===== src/rtl/pipeline_stall_ctrl.sv =====
// Pipeline stall/flush controller: drives PC, IF/ID and ID/EX enables from load-use hazards,
// taken branches and memory freezes, with saturating performance counters.
module pipeline_stall_ctrl #(
  parameter int unsigned FLUSH_CYCLES = 1,
  parameter int unsigned CNT_W        = 16
) (
  input  logic             clk,
  input  logic             rst,
  input  logic             hazard_detected,
  input  logic             branch_taken_ex,
  input  logic             mem_busy,
  input  logic             cnt_clr,
  output logic             pc_write_en,
  output logic             if_id_write_en,
  output logic             if_id_flush,
  output logic             id_ex_write_en,
  output logic             id_ex_bubble,
  output logic             busy_flush,
  output logic [CNT_W-1:0] stall_cnt,
  output logic [CNT_W-1:0] flush_cnt,
  output logic [CNT_W-1:0] freeze_cnt
);

  typedef enum logic {ST_RUN, ST_FLUSH} state_t;

  localparam logic [3:0] LEFT_INIT = 4'(FLUSH_CYCLES - 1);

  state_t           state_q, state_d;
  logic [3:0]       flush_left_q, flush_left_d;
  logic [CNT_W-1:0] stall_cnt_q, stall_cnt_d;
  logic [CNT_W-1:0] flush_cnt_q, flush_cnt_d;
  logic [CNT_W-1:0] freeze_cnt_q, freeze_cnt_d;
  logic             stall_inc, flush_inc, freeze_inc;

  function automatic logic [CNT_W-1:0] sat_inc(input logic [CNT_W-1:0] v, input logic inc);
    return (inc && (v != '1)) ? v + CNT_W'(1) : v;
  endfunction

  always_comb begin
    state_d        = state_q;
    flush_left_d   = flush_left_q;
    stall_inc      = 1'b0;
    flush_inc      = 1'b0;
    freeze_inc     = 1'b0;
    pc_write_en    = 1'b1;
    if_id_write_en = 1'b1;
    if_id_flush    = 1'b0;
    id_ex_write_en = 1'b1;
    id_ex_bubble   = 1'b0;
    busy_flush     = (state_q == ST_FLUSH);

    if (mem_busy) begin
      pc_write_en    = 1'b0;
      if_id_write_en = 1'b0;
      id_ex_write_en = 1'b0;
      freeze_inc     = 1'b1;
    end else if (state_q == ST_FLUSH) begin
      if_id_flush  = 1'b1;
      id_ex_bubble = 1'b1;
      if (flush_left_q <= 4'd1) begin
        state_d      = ST_RUN;
        flush_left_d = '0;
      end else begin
        flush_left_d = flush_left_q - 4'd1;
      end
    end else if (branch_taken_ex) begin
      if_id_flush  = 1'b1;
      id_ex_bubble = 1'b1;
      flush_inc    = 1'b1;
      if (FLUSH_CYCLES > 1) begin
        state_d      = ST_FLUSH;
        flush_left_d = LEFT_INIT;
      end
    end else if (hazard_detected) begin
      pc_write_en    = 1'b0;
      if_id_write_en = 1'b0;
      id_ex_bubble   = 1'b1;
      stall_inc      = 1'b1;
    end

    // Reset forces a safe pipeline: nothing loads except NOPs.
    if (rst) begin
      pc_write_en    = 1'b0;
      if_id_write_en = 1'b0;
      if_id_flush    = 1'b1;
      id_ex_write_en = 1'b0;
      id_ex_bubble   = 1'b1;
      busy_flush     = 1'b0;
    end

    stall_cnt_d  = cnt_clr ? '0 : sat_inc(stall_cnt_q, stall_inc);
    flush_cnt_d  = cnt_clr ? '0 : sat_inc(flush_cnt_q, flush_inc);
    freeze_cnt_d = cnt_clr ? '0 : sat_inc(freeze_cnt_q, freeze_inc);
  end

  always_ff @(posedge clk) begin
    if (rst) begin
      state_q      <= ST_RUN;
      flush_left_q <= '0;
      stall_cnt_q  <= '0;
      flush_cnt_q  <= '0;
      freeze_cnt_q <= '0;
    end else begin
      state_q      <= state_d;
      flush_left_q <= flush_left_d;
      stall_cnt_q  <= stall_cnt_d;
      flush_cnt_q  <= flush_cnt_d;
      freeze_cnt_q <= freeze_cnt_d;
    end
  end

  assign stall_cnt  = stall_cnt_q;
  assign flush_cnt  = flush_cnt_q;
  assign freeze_cnt = freeze_cnt_q;

endmodule


===== config.mk =====
export PLATFORM = sky130hd
export DESIGN_NAME = pipeline_stall_ctrl
export DESIGN_NICKNAME = d
export VERILOG_FILES = /design/src/rtl/pipeline_stall_ctrl.sv
export SDC_FILE = /design/constraint.sdc
export NUM_CORES = 1
export LEC_CHECK = 0
export CAP_MARGIN = 20
export CORE_UTILIZATION = 45
export DETAILED_ROUTE_END_ITERATION = 12
export GPL_TIMING_DRIVEN = 0
export MAX_ROUTING_LAYER = met4
export PLACE_DENSITY = 0.75
export SYNTH_ARGS = -nofsm -noshare
export SYNTH_HDL_FRONTEND = slang
export SYNTH_SLANG_ARGS = --single-unit

===== constraint.sdc =====
create_clock -name clk -period 1.9 [get_ports clk]
set_input_delay 0.38 -clock clk [delete_from_list [all_inputs] [get_ports clk]]
set_output_delay 0.38 -clock clk [all_outputs]
set_load 0.02 [all_outputs]

[Word level (Yosys, flattened, before mapping)]
Cells that the tools add are included.
Storage, ports and cells
  latch bits: 0
  output and inout port bits: 54
  memories kept: 0
  ROM bits: 0
  word-level logic and storage cells: 45
  register bits: 53
  bits in writable memories: 0
Cells by class
  shifts and indexed selects: 0
  equality and inequality tests: 3
  multiplexer cells: 26
  $lt $le $gt $ge: 1
  $mul: 0
  reduce and logical (&&, ||, !) cells: 5
  add/subtract/negate cells: 4
  bitwise logic cells: 1
  div/mod/pow operators: 0
Operators with widths (number)
  $add A16 B1 Y16 const B: 3
  $ne A16 B16 Y1 const B: 3
  $mux W1: 25
  $le A4 B1 Y1 const B: 1
  $mux W4: 1
  $sub A4 B1 Y4 const B: 1
  $logic_and A1 B1 Y1: 3
  $reduce_and A2 Y1: 1
  $reduce_or A2 Y1: 1
  $not A1 Y1: 1

[Depth between registers and ports, before layout]
Gate-level depths: netlist (run 1).
  depth in word-level cells: 5
  depth in mapped cells: 6
  gate-level depth less buffers: 6

[Least setup slack after synthesis (run 1)]
OpenSTA, ideal clock, no wires.
  kind: input -> output
  from: in mem_busy
  to: out pc_write_en
  setup slack: -267 ps
  stages: 4
  arrival: 1787 ps
  path buffers: 2
  cell sequence: clkbuf_1 > nor2_1 > a21boi_0 > buf_4
Between the ends
  cells in the longest elaborated chain, start to end: 2
Ends and longest elaborated chain
  start, declared: line 11  | input logic mem_busy,
  $mux W1 (2 in a row)
  end, declared: line 13  | output logic pc_write_en,
No other way between the ends.

[Worst setup path after layout (run 1)]
  from: reg state_q
  to: reg flush_cnt_q[7], in the netlist flush_cnt[7]
Between the ends
  cells in the longest elaborated chain, start to end: 3
Ends and longest elaborated chain
  start, declared: line 28  | state_t state_q, state_d;
  start signal, assigned: line 104  | state_q <= state_d;
  $mux W1: line 57  | end else if (state_q == ST_FLUSH) begin
  $mux W1: line 52  | if (mem_busy) begin
  $logic_and A1 B1 Y1: line 36  | return (inc && (v != '1)) ? v + CNT_W'(1) : v;
  end signal, assigned: line 107  | flush_cnt_q <= flush_cnt_d;
  end, declared: line 31  | logic [CNT_W-1:0] flush_cnt_q, flush_cnt_d;
No other way between the ends.
A chain may end at the register's enable or synchronous reset.

==> qor.csv, run 1 <==
stage,metric,value,unit
worst_setup_path,worstSetupEndpointType,flop,
synth,yosysMostFrequentCell,dfxtp_1,
synth,syn-instance-count,322,
clock_network,cts_sinks,53,
pwr,p_leak,1.13,nW
clock_network,worst_skew_pair.late_latency,0.30,ns
synth,synth_top_area_share,39.4,%
detailed_routing,first_pass_iters,4,
global_routing,antenna_found_initial,0,
synth,syn_area_per_cell,8.36,um^2
synth,ys_seq_area_share,39.4,%
sta,slew_headroom,61.8,%
place,gp_congestion,0.870,
sta,rsz0062_at_grt,yes,
floorplan,dieArea,6300,um^2
synth,ys.flop_type,dfxtp_1,
worst_setup_path,cp-startpoint,state_q,
sta,worstMarginPinSlew,0.573,ns
global_routing,grt_pass1_wl,11400,um
synth,synth_common_cells,"dfxtp_1 (53), nand2_1 (28), a21oi_1 (23), nor2_1 (23), nand3_1 (16)",
place,place_area,3370,um^2
place,io_buffers,58,
job,drv_cap,0,
clock_network,cts_hold_buf,0,
clock_network,cts_tree,built,
synth,yosysTopAreaCell,dfxtp_1,
clock_network,h-tree-depth,2,
sta,fmax,514,MHz
floorplan,io_pins,60,
pwr,peakVddDrop,0.382,mV
detailed_routing,first_iter_violations,117,
floorplan,initial_utilization,47.7,%
clock_network,numCtsBuffers,5,
global_routing,grt_max_degree,17,
floorplan,die_height,79.4,um
floorplan,die-width,79.4,um
synth,synth_area_leaders,"dfxtp_1 (39%), a21oi_1 (4.3%), nand2_1 (3.9%)",
detailed_routing,routedWlPerCell,15.2,um
finish,final_core_util,65.2,%
synth,synth_seq_cells,53,
worst_setup_path,r2r-start,state_q,
pwr,power,1.86,mW
finish,fin_cells,469,
finish,fin_area,3680,um^2
clock_network,path_clk_slew,0.10,ns
clock_network,cts_root_buffer,clkbuf_8,
floorplan,rows,27,
worst_setup_path,required,2.14,ns
worst_hold_path,min_from,flush_cnt[0],
place,dp_hpwl,4860,um
worst_setup_path,r2r_slack,-0.05,ns
synth,synth-edff-count,0,
synth,yosys_warnings,0,
synth,synthArstFlopShare,0,%
sta,skew,0.00517,ns
finish,drive_gt1_share,14.1,%
detailed_routing,antenna_left,0,
finish,num-nets-final,407,
sta,drv_slew,0,
global_routing,first_global_vias,2467,
pwr,powerDensity,506,nW/um^2
sta,min_period,1.95,ns
clock_network,cts_buffer_depth,2,
synth,syn_area,2690,um^2
sta,layout_setup_ws,-0.0463,ns
outcome,failed_checks,setup timing,
floorplan,core_area,5640,um^2
place,dp_cells,452,
detailed_routing,wl,7150,um
worst_setup_path,start_kind,flop,
finish,area_delta_synth_final,36.7,%
global_routing,grt_overflow,0,
finish,n_antenna_cell,0,
sta,finalHoldViolations,0,
sta,finalSetupViolCount,1,
detailed_routing,vias,2794,
worst_hold_path,hold_depth,2,
synth,syn-num-nets,333,
worst_hold_path,worstHoldPathType,flop to flop,
sta,fin_crit_sh,102,%
worst_setup_path,cp_max_fo,9,
outcome,outcome,finished with violations,
detailed_routing,drc,0,
global_routing,grt_use_total,23.3,%
worst_setup_path,worstRegToRegCells,5,
worst_setup_path,crit_arrival,2.19,ns
worst_setup_path,path_class,flop to flop,
detailed_routing,viasPerCell,5.96,
synth,ys_types,46,
[final timing paths]
kind	endpoint
max	flush_cnt[7]
min	flush_cnt[0]
max reg2reg	flush_cnt[7]
min reg2reg	flush_cnt[0]
[repair_timing]
item	in CTS	in global routing
setup buffers	2	5
cloned	0	0
gates resized for setup	24	32
endpoints found under the setup margin	41	37
pin swaps	2	5
[layout by cell type, fill, tap and decap left out, types with 4 or more instances in the layout]
master,count
nand3_1,15
o21ai_0,15
xor2_1,4
dfxtp_2,6
clkbuf_8,6
o21bai_1,4
nand2_1,28
o31ai_1,9
and4_1,6
or3_1,14
ha_1,4
nor4_1,7
nor3_1,6
buf_4,8
clkbuf_1,9
inv_1,11
nor2_1,21
nand4_1,15
dlygate4sd2_1,5
mux2i_1,8
and3_1,4
or4_1,8
clkdlybuf4s50_1,49
a21oi_1,22
dfxtp_1,46
[critical path, cell delays in order (launching register included)]
cell	delay, ns
dfxtp_4	0.38
or3b_4	0.40
or3_1	0.33
buf_6	0.16
or4_4	0.48
a21oi_2	0.13
[metrics by stage]
step | worst slack [ns] | hold slack, ns | TNS (ns)
3_3_place_gp | -0.737 | 0.479 | -20.48
3_5_place_dp | -0.768 | 0.492 | -22.20
5_1_grt | -0.0920 | 0.517 | -0.463
6_report | -0.0463 | 0.486 | -0.0463
4_1_cts | -0.229 | 0.507 | -1.75
2_1_floorplan | -0.0812 | 0.484 | -0.0812
[report_power, final]
group	internal, mW	switching [mW]	leakage [nW]	total, mW
Sequential	1.11	0.00399	0.431	1.12
Clock	0.260	0.374	0.0374	0.635
Combinational	0.0447	0.0692	0.666	0.114
[cell families (layout without fill, tap and decap cells)]
kind of cell / count (synthesis) / after routing / share of synthesized area [%]
and+or+nand+nor: 148 / 148 / 30.5
AOI/OAI and AO/OA: 79 / 79 / 19.3
DFF: 53 / 53 / 39.4
buffers and inverters: 22 / 97 / 3.25
muxes: 8 / 8 / 2.97
xor gates and xnor gates: 7 / 7 / 2.28
adders and majority gates: 5 / 5 / 2.32
[state kept, by name, indices dropped and copies added (netlist names)]
name / cells
flush_cnt: 16
state_q: 1
flush_left_q: 4
stall_cnt: 16
freeze_cnt: 16
[per-layer routing]
layer | global-route usage, % | part of all wire, % | vias to the layer above
met1 | 30.6 | 46 | 1329
li1 | - | - | 1378
met5 | - | 0 | -
met3 | 4.14 | 4.6 | 10
met4 | 7.27 | 1.2 | 0
met2 | 36.4 | 48 | 77
[cell type report]
cell class | count | area (um^2)
Buffer | 11 | 62.6
Clock buffer | 6 | 72.6
Clock inverter | 2 | 15.0
Fill cell | 496 | 1960
Inverter | 11 | 41.3
Multi-Input combinational cell | 247 | 1700
Sequential cell | 53 | 1070
Tap cell | 72 | 90.1
Timing Repair Buffer | 67 | 629
Note: power is estimated with default switching activity, not from simulation.
==> run 2, diff against run 1 <==
--- a/config.mk
+++ b/config.mk
@@ -11,6 +11,7 @@
 export GPL_TIMING_DRIVEN = 0
 export MAX_ROUTING_LAYER = met4
 export PLACE_DENSITY = 0.75
+export SKIP_LAST_GASP = 1
 export SYNTH_ARGS = -nofsm -noshare
 export SYNTH_HDL_FRONTEND = slang
 export SYNTH_SLANG_ARGS = --single-unit
==> qor.csv, run 2 (synthesis gave the netlist of run 1 again) <==
stage,metric,value,unit
clock_network,cts_tree,built,
floorplan,die_height,79.4,um
worst_setup_path,slowest_stage,or4_1,
finish,drive_gt1_share,13.4,%
clock_network,cts_sinks,53,
floorplan,initial_utilization,47.7,%
pwr,powerDensity,509,nW/um^2
worst_setup_path,cp_num_buf_inv,1,
finish,fill_cells,495,
floorplan,die-width,79.4,um
pwr,p_leak,1.13,nW
global_routing,grt_overflow,0,
worst_setup_path,path_class,flop to flop,
worst_setup_path,max_stage_delay,0.49,ns
clock_network,h-tree-depth,2,
finish,final_core_util,64.8,%
pwr,power,1.86,mW
sta,skew,0.00475,ns
sta,rsz0062_at_grt,yes,
worst_setup_path,required,2.14,ns
worst_setup_path,cp_max_fo,9,
detailed_routing,first_pass_iters,4,
global_routing,antenna_found_initial,0,
sta,fmax,501,MHz
finish,fin_area,3660,um^2
floorplan,rows,27,
finish,fin_cells,469,
detailed_routing,viasPerCell,5.94,
worst_setup_path,start_kind,flop,
detailed_routing,first_iter_violations,140,
worst_setup_path,crit_arrival,2.24,ns
sta,layout_setup_ws,-0.0956,ns
clock_network,worst_skew_pair.late_latency,0.30,ns
floorplan,io_pins,60,
worst_hold_path,worstHoldPathType,flop to flop,
place,io_buffers,58,
worst_setup_path,worstSetupEndpointType,flop,
worst_setup_path,cp_cell_sequence,or3b_4 -> or3_1 -> buf_6 -> or4_1 -> a21oi_2,
sta,min_period,2.00,ns
finish,final_cell_mix,"clkdlybuf4s50_1 (49), dfxtp_1 (46), nand2_1 (28)",
finish,n_antenna_cell,0,
outcome,failed_checks,setup timing,
finish,num-nets-final,407,
global_routing,grt-busiest-layer,met2,
detailed_routing,antenna_left,0,
place,gp_congestion,0.870,
place,dp_hpwl,4860,um
global_routing,grt_use_met2,36.4,%
worst_setup_path,cp_top_family,simple AND/OR/NAND/NOR gates,
job,drv_cap,0,
global_routing,grt_use_total,23.3,%
global_routing,grt_max_degree,17,
global_routing,first_global_vias,2463,
sta,finalSetupViolCount,1,
sta,slew_headroom,61.5,%
sta,hold_ws,0.486,ns
floorplan,dieArea,6300,um^2
sta,finalHoldViolations,0,
outcome,outcome,finished with violations,
global_routing,grt_pass1_wl,11400,um
finish,seq_area,1070,um^2
pwr,peakVddDrop,0.370,mV
sta,fin_crit_sh,105,%
clock_network,path_clk_slew,0.10,ns
finish,layout_commonest_cell,clkdlybuf4s50_1,
clock_network,cts_hold_buf,0,
finish,area_delta_synth_final,35.8,%
sta,worstMarginPinSlew,0.577,ns
sta,drv_slew,0,
global_routing,met3_usage,4.14,%
global_routing,grt_use_met1,30.6,%
clock_network,numCtsBuffers,5,
clock_network,cts_root_buffer,clkbuf_8,
detailed_routing,routedWlPerCell,15.2,um
clock_network,cts_buffer_depth,2,
detailed_routing,drc,0,
place,dp_cells,452,
detailed_routing,wl,7130,um
place,place_area,3370,um^2
floorplan,core_area,5640,um^2
detailed_routing,vias,2784,
finish,multi_input_area,1670,um^2
## run 2: cell count changes in the layout (fill, tap and decap cells not counted)
cell and change:
or4_4 -1, nor4_2 +1, buf_2 -1, a21boi_2 +1, nor4_4 -1, a21boi_4 -1
nor2_1 +2, nor2_2 -2, or4_1 +1, clkbuf_2 +1
## run 2: layout make-up
type	count	share of cell area, %
timing repair buffer	67	17.2
tap	72	2.46
clock inverter	2	0.411
clock buffer	6	1.98
inverter	11	1.13
buffer	11	1.71
multi-input combinational	247	45.8
sequential	53	29.3
## run 2: stage by stage
step | worst slack (ns) | setup TNS, ns
6_report | -0.0956 | -0.0956
2_1_floorplan | -0.0812 | -0.0812
5_1_grt | -0.143 | -0.565
4_1_cts | -0.229 | -1.83
3_3_place_gp | -0.737 | -20.48
3_5_place_dp | -0.768 | -22.20
## run 2: timing repair
item                                    in CTS  in global routing
pin swaps                                    2                  4
gates cloned                                 0                  0
endpoints found under the hold margin        0                  0
buffers inserted                             2                  5
resized for setup                           21                 29
endpoints found under the setup margin      41                 38
## run 2: worst register-to-register path, cell delays in order, from the launching register on
cell and delay (ns):
dfxtp_4 0.38, or3b_4 0.40, or3_1 0.36, buf_6 0.16, or4_1 0.49, a21oi_2 0.14
## run 2: metal layers
metal  vias up  part of all wire (%)
li1       1382                     -
met1      1328                    47
met2        68                    48
met3         6                   4.3
met4         0                  0.98
met5         -                     0
## run 2: power by group
group / leakage [nW] / total [mW] / internal, mW / switching (mW)
Sequential: 0.431 / 1.12 / 1.11 / 0.00399
Combinational: 0.660 / 0.111 / 0.0434 / 0.0677
Clock: 0.0374 / 0.635 / 0.261 / 0.374
## run 2: worst paths after layout
check,from,endpoint,slack [ns],cells past startpoint
worst min register to register,flush_cnt[0],flush_cnt[0],0.49,2
worst max register to register,state_q,flush_cnt[7],-0.1,5
worst min-delay path,flush_cnt[0],flush_cnt[0],0.49,2
worst max-delay path,state_q,flush_cnt[7],-0.1,5
==> run 3, diff against run 2 <==
--- a/config.mk
+++ b/config.mk
@@ -15,3 +15,4 @@
 export SYNTH_ARGS = -nofsm -noshare
 export SYNTH_HDL_FRONTEND = slang
 export SYNTH_SLANG_ARGS = --single-unit
+export TNS_END_PERCENT = 10
==> qor.csv, run 3 (synthesis gave the netlist of run 1 again) <==
stage,metric,value,unit
detailed_routing,viasPerCell,5.92,
sta,worstMarginPinSlew,0.670,ns
clock_network,cts_sinks,53,
finish,final_cell_mix,"clkdlybuf4s50_1 (50), dfxtp_1 (48), nand2_1 (28)",
pwr,p_leak,1.13,nW
detailed_routing,antenna_left,0,
worst_setup_path,cp-startpoint,mem_busy,
global_routing,antenna_found_initial,0,
finish,fin_area,3570,um^2
clock_network,numCtsBuffers,5,
global_routing,grt_overflow,0,
outcome,outcome,finished with violations,
floorplan,io_pins,60,
global_routing,grt_use_total,22.1,%
place,place_area,3370,um^2
worst_hold_path,worstHoldPathType,flop to flop,
worst_setup_path,start_kind,input port,
outcome,failed_checks,setup timing,
worst_setup_path,worstSetupEndpointType,flop,
pwr,power,2.03,mW
job,drv_cap,0,
floorplan,die-width,79.4,um
clock_network,cts_root_buffer,clkbuf_8,
pwr,peakVddDrop,0.319,mV
worst_hold_path,min_from,flush_cnt[1],
finish,area_delta_synth_final,32.8,%
finish,final_core_util,63.4,%
sta,fmax,498,MHz
finish,n_antenna_cell,0,
place,gp_congestion,0.860,
worst_setup_path,path_class,input port to flop,
clock_network,cts_tree,built,
place,io_buffers,58,
global_routing,grt_max_degree,17,
detailed_routing,first_iter_violations,129,
clock_network,cts_buffer_depth,2,
finish,num-nets-final,403,
sta,finalSetupViolCount,9,
detailed_routing,drc,0,
worst_setup_path,r2r_slack,-0.08,ns
sta,skew,0.00949,ns
floorplan,initial_utilization,47.7,%
detailed_routing,routedWlPerCell,14.5,um
place,dp_hpwl,4770,um
clock_network,h-tree-depth,2,
floorplan,rows,27,
sta,finalHoldViolations,0,
finish,drive_gt1_share,8.14,%
worst_setup_path,crit_arrival,2.25,ns
worst_setup_path,r2r-start,state_q,
worst_setup_path,cp_max_fo,9,
sta,layout_setup_ws,-0.107,ns
sta,slew_headroom,54.6,%
pwr,powerDensity,567,nW/um^2
sta,min_period,2.01,ns
clock_network,worst_skew_pair.late_latency,0.31,ns
floorplan,die_height,79.4,um
detailed_routing,first_pass_iters,5,
sta,fin_crit_sh,106,%
detailed_routing,wl,6750,um
sta,rsz0062_at_grt,yes,
floorplan,core_area,5640,um^2
finish,layout_commonest_cell,clkdlybuf4s50_1,
worst_setup_path,required,2.14,ns
clock_network,path_clk_slew,0.10,ns
global_routing,first_global_vias,2301,
global_routing,grt_pass1_wl,10800,um
sta,drv_slew,0,
floorplan,dieArea,6300,um^2
detailed_routing,vias,2754,
-- run 3: final cells by class --
type | count | area, um^2
Clock buffer | 6 | 82.6
Sequential cell | 53 | 1070
Tap cell | 72 | 90.1
Clock inverter | 2 | 37.5
Fill cell | 481 | 2070
Buffer | 10 | 52.6
Timing Repair Buffer | 64 | 622
Multi-Input combinational cell | 247 | 1580
Inverter | 11 | 41.3
-- run 3: per-stage QoR --
stage               hold slack (ns)  cells  worst slack (ns)  setup TNS, ns
floorplan                     0.484    322           -0.0812        -0.0980
global placement              0.480    452            -0.736         -20.40
detailed placement            0.490    452            -0.761         -21.65
CTS                           0.505    460            -0.160          -1.81
global route                  0.521    465            -0.158          -2.37
finish                        0.499    465            -0.107         -0.334
-- run 3: power by group --
group,switching (mW),internal [mW],total [mW]
clock network,0.376,0.429,0.805
logic,0.0656,0.0417,0.107
registers,0.00383,1.11,1.11
total,0.446,1.58,2.03
-- run 3: final timing paths --
path                            cells past startpoint      endpoint
worst min-delay path                                2  flush_cnt[1]
worst max register to register                      5  flush_cnt[7]
worst max-delay path                                6  flush_cnt[7]
worst min register to register                      2  flush_cnt[1]
-- run 3: repair_timing --
item	CTS	global route
pin swaps	0	2
hold buffers	0	0
resized for setup	14	10
setup buffers	0	5
endpoints found under the setup margin	41	45
cloned	0	0
-- run 3: worst max-delay path: stages --
cell,delay (ns)
dlygate4sd2_1,0.31
or3b_1,0.41
or3_1,0.35
buf_2,0.19
or4_1,0.47
a21oi_1,0.14
-- run 3: per-layer routing --
| metal | global-route usage, % | share of wire (%) |
|---|---|---|
| met1 | 29.9 | 49 |
| met2 | 33.5 | 44 |
| met3 | 4.25 | 6.1 |
| met4 | 6.36 | 1.0 |
| met5 | - | 0 |
==> edit 1, RTL diff (flow settings as in run 3) <==
Set the parameter `CNT_W` to 18 (it was 16).
--- a/src/rtl/pipeline_stall_ctrl.sv
+++ b/src/rtl/pipeline_stall_ctrl.sv
@@ -2,7 +2,7 @@
 // taken branches and memory freezes, with saturating performance counters.
 module pipeline_stall_ctrl #(
   parameter int unsigned FLUSH_CYCLES = 1,
-  parameter int unsigned CNT_W        = 16
+  parameter int unsigned CNT_W        = 18
 ) (
   input  logic             clk,
   input  logic             rst,
Ports: changed (resized flush_cnt, freeze_cnt and stall_cnt); port bits go from 60 to 66. The function was not compared with the original's and may differ.
==> edit 1 against run 3 <==
Critical path depth is 2 lower; via count rose by 24%; maximum frequency grew 0.57%; design area is 19% higher; power is 17% higher; setup slack improved by 0.011 ns; synthesized area is 20% higher; largest power group unchanged; synthesized cell count grew 25%; routed wire length rose by 37%; sequential cell count is 6 higher; clock power up 21%; the run still ends with setup timing left; hold slack gained 0.00077 ns.
==> edit 1: results (changes against run 3) <==
set qor(wl_met3_um) 500 ;# +22%
set qor(first_global_vias) 2995 ;# +30%
set qor(drt_iter0_markers) 203 ;# +57%
set qor(num-nonclk-buffers) 82 ;# +11%
set qor(synth_fa_ha_area_frac) 0.0193 ;# -0.00394
set qor(seq_share) 0.280 ;# -0.0204
set qor(finalWeightedCongestion) 0.942 ;# +9.6%
set qor(leakagePower_nw) 1.33 ;# +18%
set qor(violated_checks) {setup timing}
set qor(filler_cells_inserted) 631 ;# +31%
set qor(seq_area_frac_synth) 0.364 ;# -0.0299
set qor(grtUsageMet2) 0.411 ;# +0.0755
set qor(synth_mux_area_frac) 0.0714 ;# +0.0416
set qor(first_pass_grt_wire_length_um) 14500 ;# +35%
set qor(crit_path_top_delay_cell) {sky130_fd_sc_hd__dfxtp_1}
set qor(groute.usage.overall) 0.255 ;# +0.0340
set qor(yosys.area_share.xor_xnor) 0.00810 ;# -0.0147
set qor(clock_skew_ns) 0.00642 ;# -0.00308 ns
set qor(post_synth_inst_count) 402 ;# +25%
set qor(place.detailed.hpwl_um) 6610 ;# +39%
set qor(share_of_the_synthesized_area_in_compound_gates_ao_oa_aoi_oai) 0.165 ;# -0.0277
set qor(multi_input_cells) 317 ;# +28%
set qor(netlist-cell-type-count) 48 ;# +4.3%
set qor(met1_usage) 0.320 ;# +0.0205
set qor(routed_wl_um) 9210 ;# +37%
set qor(setup_ws_ns) -0.0961 ;# +0.0114 ns
set qor(critical_path_arrival_ns) 2.22 ;# -0.03 ns
set qor(detailed_place.area_um2) 4020 ;# +19%
set qor(placed_cells_incl_taps) 563 ;# +25%
set qor(post_drt_wl_per_cell_um) 15.9 ;# +9.6%
set qor(drt-met1-wl_um) 4140 ;# +25%
set qor(clkLatencyLatePin_ns) 0.34 ;# +0.03 ns
set qor(cts_max_level) 3 ;# +1
set qor(multi_input_comb_area_um2) 2000 ;# +27%
set qor(synth_nets) 413 ;# +24%
set qor(clkSlewWorstSetupHoldPaths_ns) 0.07 ;# -0.03 ns
set qor(setup_viol) 22 ;# +13
set qor(status) {finished with violations}
set qor(peakVddDrop_mv) 0.342 ;# +7.2%
set qor(clock_buffers) 12 ;# +6
## edit 1: cell types whose count changed after synthesis, sizes merged, moves of 4 or more
cell           run 3  this run
a2111o             0         6
o31ai             10         6
dfxtp             53        59
nor3               8        22
clkbuf             9        15
a211oi             3         7
or3               14        26
nand2             28        54
nand4             15        20
mux2i              8        22
## edit 1: worst paths after layout
kind	from	to	slack, ns	cells past startpoint
max	freeze_cnt[9]$_SDFFE_PP0P_	freeze_cnt[14]$_SDFFE_PP0P_	-0.1	4
max reg2reg	freeze_cnt[9]$_SDFFE_PP0P_	freeze_cnt[14]$_SDFFE_PP0P_	-0.1	4
min	stall_cnt[1]$_SDFFE_PP0P_	stall_cnt[1]$_SDFFE_PP0P_	0.50	2
min reg2reg	stall_cnt[1]$_SDFFE_PP0P_	stall_cnt[1]$_SDFFE_PP0P_	0.50	2
## edit 1: power by group through the flow
stage | logic (mW) | registers, mW | clock network [mW]
6_report | 0.147 | 1.24 | 0.976
5_1_grt | 0.158 | 1.24 | 1.05
4_1_cts | 0.146 | 1.24 | 0.988
3_5_place_dp | 0.141 | 1.27 | 0
3_3_place_gp | 0.140 | 1.27 | 0
2_1_floorplan | 0.0771 | 1.27 | 0
## edit 1: per-stage QoR
stage               hold WS [ns]  TNS (ns)  worst slack, ns
global placement           0.477    -26.85           -0.810
CTS                        0.501    -0.217          -0.0681
finish                     0.499    -0.697          -0.0961
detailed placement         0.487    -28.57           -0.840
floorplan                  0.480   -0.0315          -0.0315
global route               0.524     -3.79           -0.237
## edit 1: repair_timing
action                     4_1_cts  5_1_grt
cloned                           0        0
setup endpoints to repair       51       43
hold buffers                     0        0
resized for setup               27        2
buffers inserted                 1        0
pin swaps                        2        0
==> edit 2, RTL diff (settings of run 3) <==
Without the edit above. Make the reset (`rst`) asynchronous in one clocked block.
--- a/src/rtl/pipeline_stall_ctrl.sv
+++ b/src/rtl/pipeline_stall_ctrl.sv
@@ -93,7 +93,7 @@
     freeze_cnt_d = cnt_clr ? '0 : sat_inc(freeze_cnt_q, freeze_inc);
   end
 
-  always_ff @(posedge clk) begin
+  always_ff @(posedge clk or posedge rst) begin
     if (rst) begin
       state_q      <= ST_RUN;
       flush_left_q <= '0;
Function: differs if rst is asserted again (counterexample within 4 cycles, from zero or initial values and one cycle with rst high); with rst held inactive, the same outputs for 10 cycles.
==> edit 2 against run 3 <==
The run ends with DRC, setup timing left; power decreased by 2.8%; die area rose by 14%; synthesized area rose by 15%; core utilization shrank 1.8 points; routed wire length up 11%; count of clock-buffer cells in the layout is the same; setup slack improved by 0.075 ns; design area rose by 12%; via count rose by 5.6%; combinational power increased by 62%; sequential cell count unchanged; first-iteration DRC count is 60% higher; maximum frequency is 3.9% higher; critical endpoint is now flush_cnt[11]$_DFFE_PP0P_; largest power group unchanged; highest routed layer unchanged.
==> edit 2: results (changes against run 3) <==
set qor(fin_hold_ws_ns) 0.316 ;# -0.182 ns
set qor(share_of_the_synthesized_area_in_compound_gates_ao_oa_aoi_oai) 0.168 ;# -0.0246
set qor(first_pass_grt_wire_length_um) 12300 ;# +15%
set qor(worstRegToRegCells) 6 ;# +1
set qor(setup_ws_ns) -0.0322 ;# +0.0753 ns
set qor(max_stage_delay_ns) 0.38 ;# -0.09 ns
set qor(synth_mux_area_frac) 0.0534 ;# +0.0237
set qor(yosys-top-cells-area) {sky130_fd_sc_hd__dfrtp_1 (43%), sky130_fd_sc_hd__a21oi_1 (5.8%), sky130_fd_sc_hd__mux2_2 (4.4%)}
set qor(cts_setup_buffers) 1 ;# +1
set qor(grtUsageMet2) 0.363 ;# +0.0276
set qor(synth_commonest_cells) {sky130_fd_sc_hd__dfrtp_1 (53), sky130_fd_sc_hd__a21oi_1 (36), sky130_fd_sc_hd__nor2_1 (22)}
set qor(worst-setup-path-type) {flip-flop to flip-flop}
set qor(timing.critical_path.to) {flush_cnt[11]$_DFFE_PP0P_}
set qor(multi_input_area_share) 0.433 ;# -0.00784
set qor(crit-reg2reg-launch) {state_q$_DFFE_PP0N_}
set qor(timing_worst_slew_pin_value_ns) 0.543 ;# -0.128 ns
set qor(crit_path_top_delay_cell) {sky130_fd_sc_hd__dfrtp_1}
set qor(setup_tns_ns) -0.102 ;# +0.232 ns
set qor(finalWeightedCongestion) 0.940 ;# +9.3%
set qor(layout.clock.cell_area_share) 0.0219 ;# -0.0117
set qor(setup_viol) 7 ;# -2
set qor(met3_usage) 0.0233 ;# -0.0192
set qor(layout-drive-gt1-share) 0.129 ;# +0.0476
set qor(critical_path_arrival_ns) 2.14 ;# -0.11 ns
set qor(violated_checks) {DRC, setup timing}
set qor(post_drt_wl_per_cell_um) 15.7 ;# +7.9%
set qor(drc) 3 ;# +3
set qor(netlist-cell-type-count) 48 ;# +4.3%
set qor(post_synth_inst_count) 330 ;# +2.5%
set qor(cp_max_fo) 10 ;# +1
set qor(first_global_vias) 2666 ;# +16%
set qor(groute.usage.overall) 0.217 ;# -0.00414
set qor(multi_input_cells) 254 ;# +2.8%
set qor(area_share_nonclk_buffers) 0.177 ;# -0.0115
set qor(synth_top_flop_cell) {sky130_fd_sc_hd__dfrtp_1}
set qor(clock_skew_ns) 0.00661 ;# -0.00288 ns
set qor(seq_area_um2) 1330 ;# +24%
set qor(filler_cells_inserted) 564 ;# +17%
set qor(seq_area_frac_synth) 0.429 ;# +0.0348
set qor(route.vias.total) 2907 ;# +5.6%
set qor(flow.area_growth_from_synthesis_pct) 29.2
set qor(placed_cells_incl_taps) 466 ;# +3.1%
set qor(met1_usage) 0.278 ;# -0.0214
set qor(status) {finished with violations}
set qor(yosys.area_share.xor_xnor) 0.00566 ;# -0.0171
set qor(num-nonclk-buffers) 77 ;# +4.1%
set qor(synth_async_sr_flop_share) 1.00 ;# +1.00
set qor(place.detailed.hpwl_um) 5270 ;# +10%
-- edit 2: changes by cell type in the layout (fill, tap and decap cells not counted), sizes merged, moves of 5 or more --
| cell | run 3 | this run |
|---|---|---|
| buf | 7 | 12 |
| a21oi | 23 | 36 |
| dfrtp | 0 | 53 |
| dfxtp | 53 | 0 |
| mux2i | 8 | 3 |
| o31ai | 10 | 16 |
| nor4 | 12 | 4 |
| nor2b | 3 | 12 |
| mux2 | 0 | 12 |
| nand2 | 28 | 17 |
-- edit 2: power by group through the flow --
stage               clock [mW]  combinational [mW]  sequential, mW
global placement             0               0.164            1.17
detailed placement           0               0.172            1.17
floorplan                    0              0.0897            1.18
global route             0.701               0.192            1.15
finish                   0.647               0.173            1.15
CTS                      0.666               0.170            1.15
-- edit 2: routing by layer --
metal,part of all wire,vias up
li1,-,1390
met1,0.45,1422
met2,0.50,84
met3,0.039,11
met4,0.013,0
met5,0,-
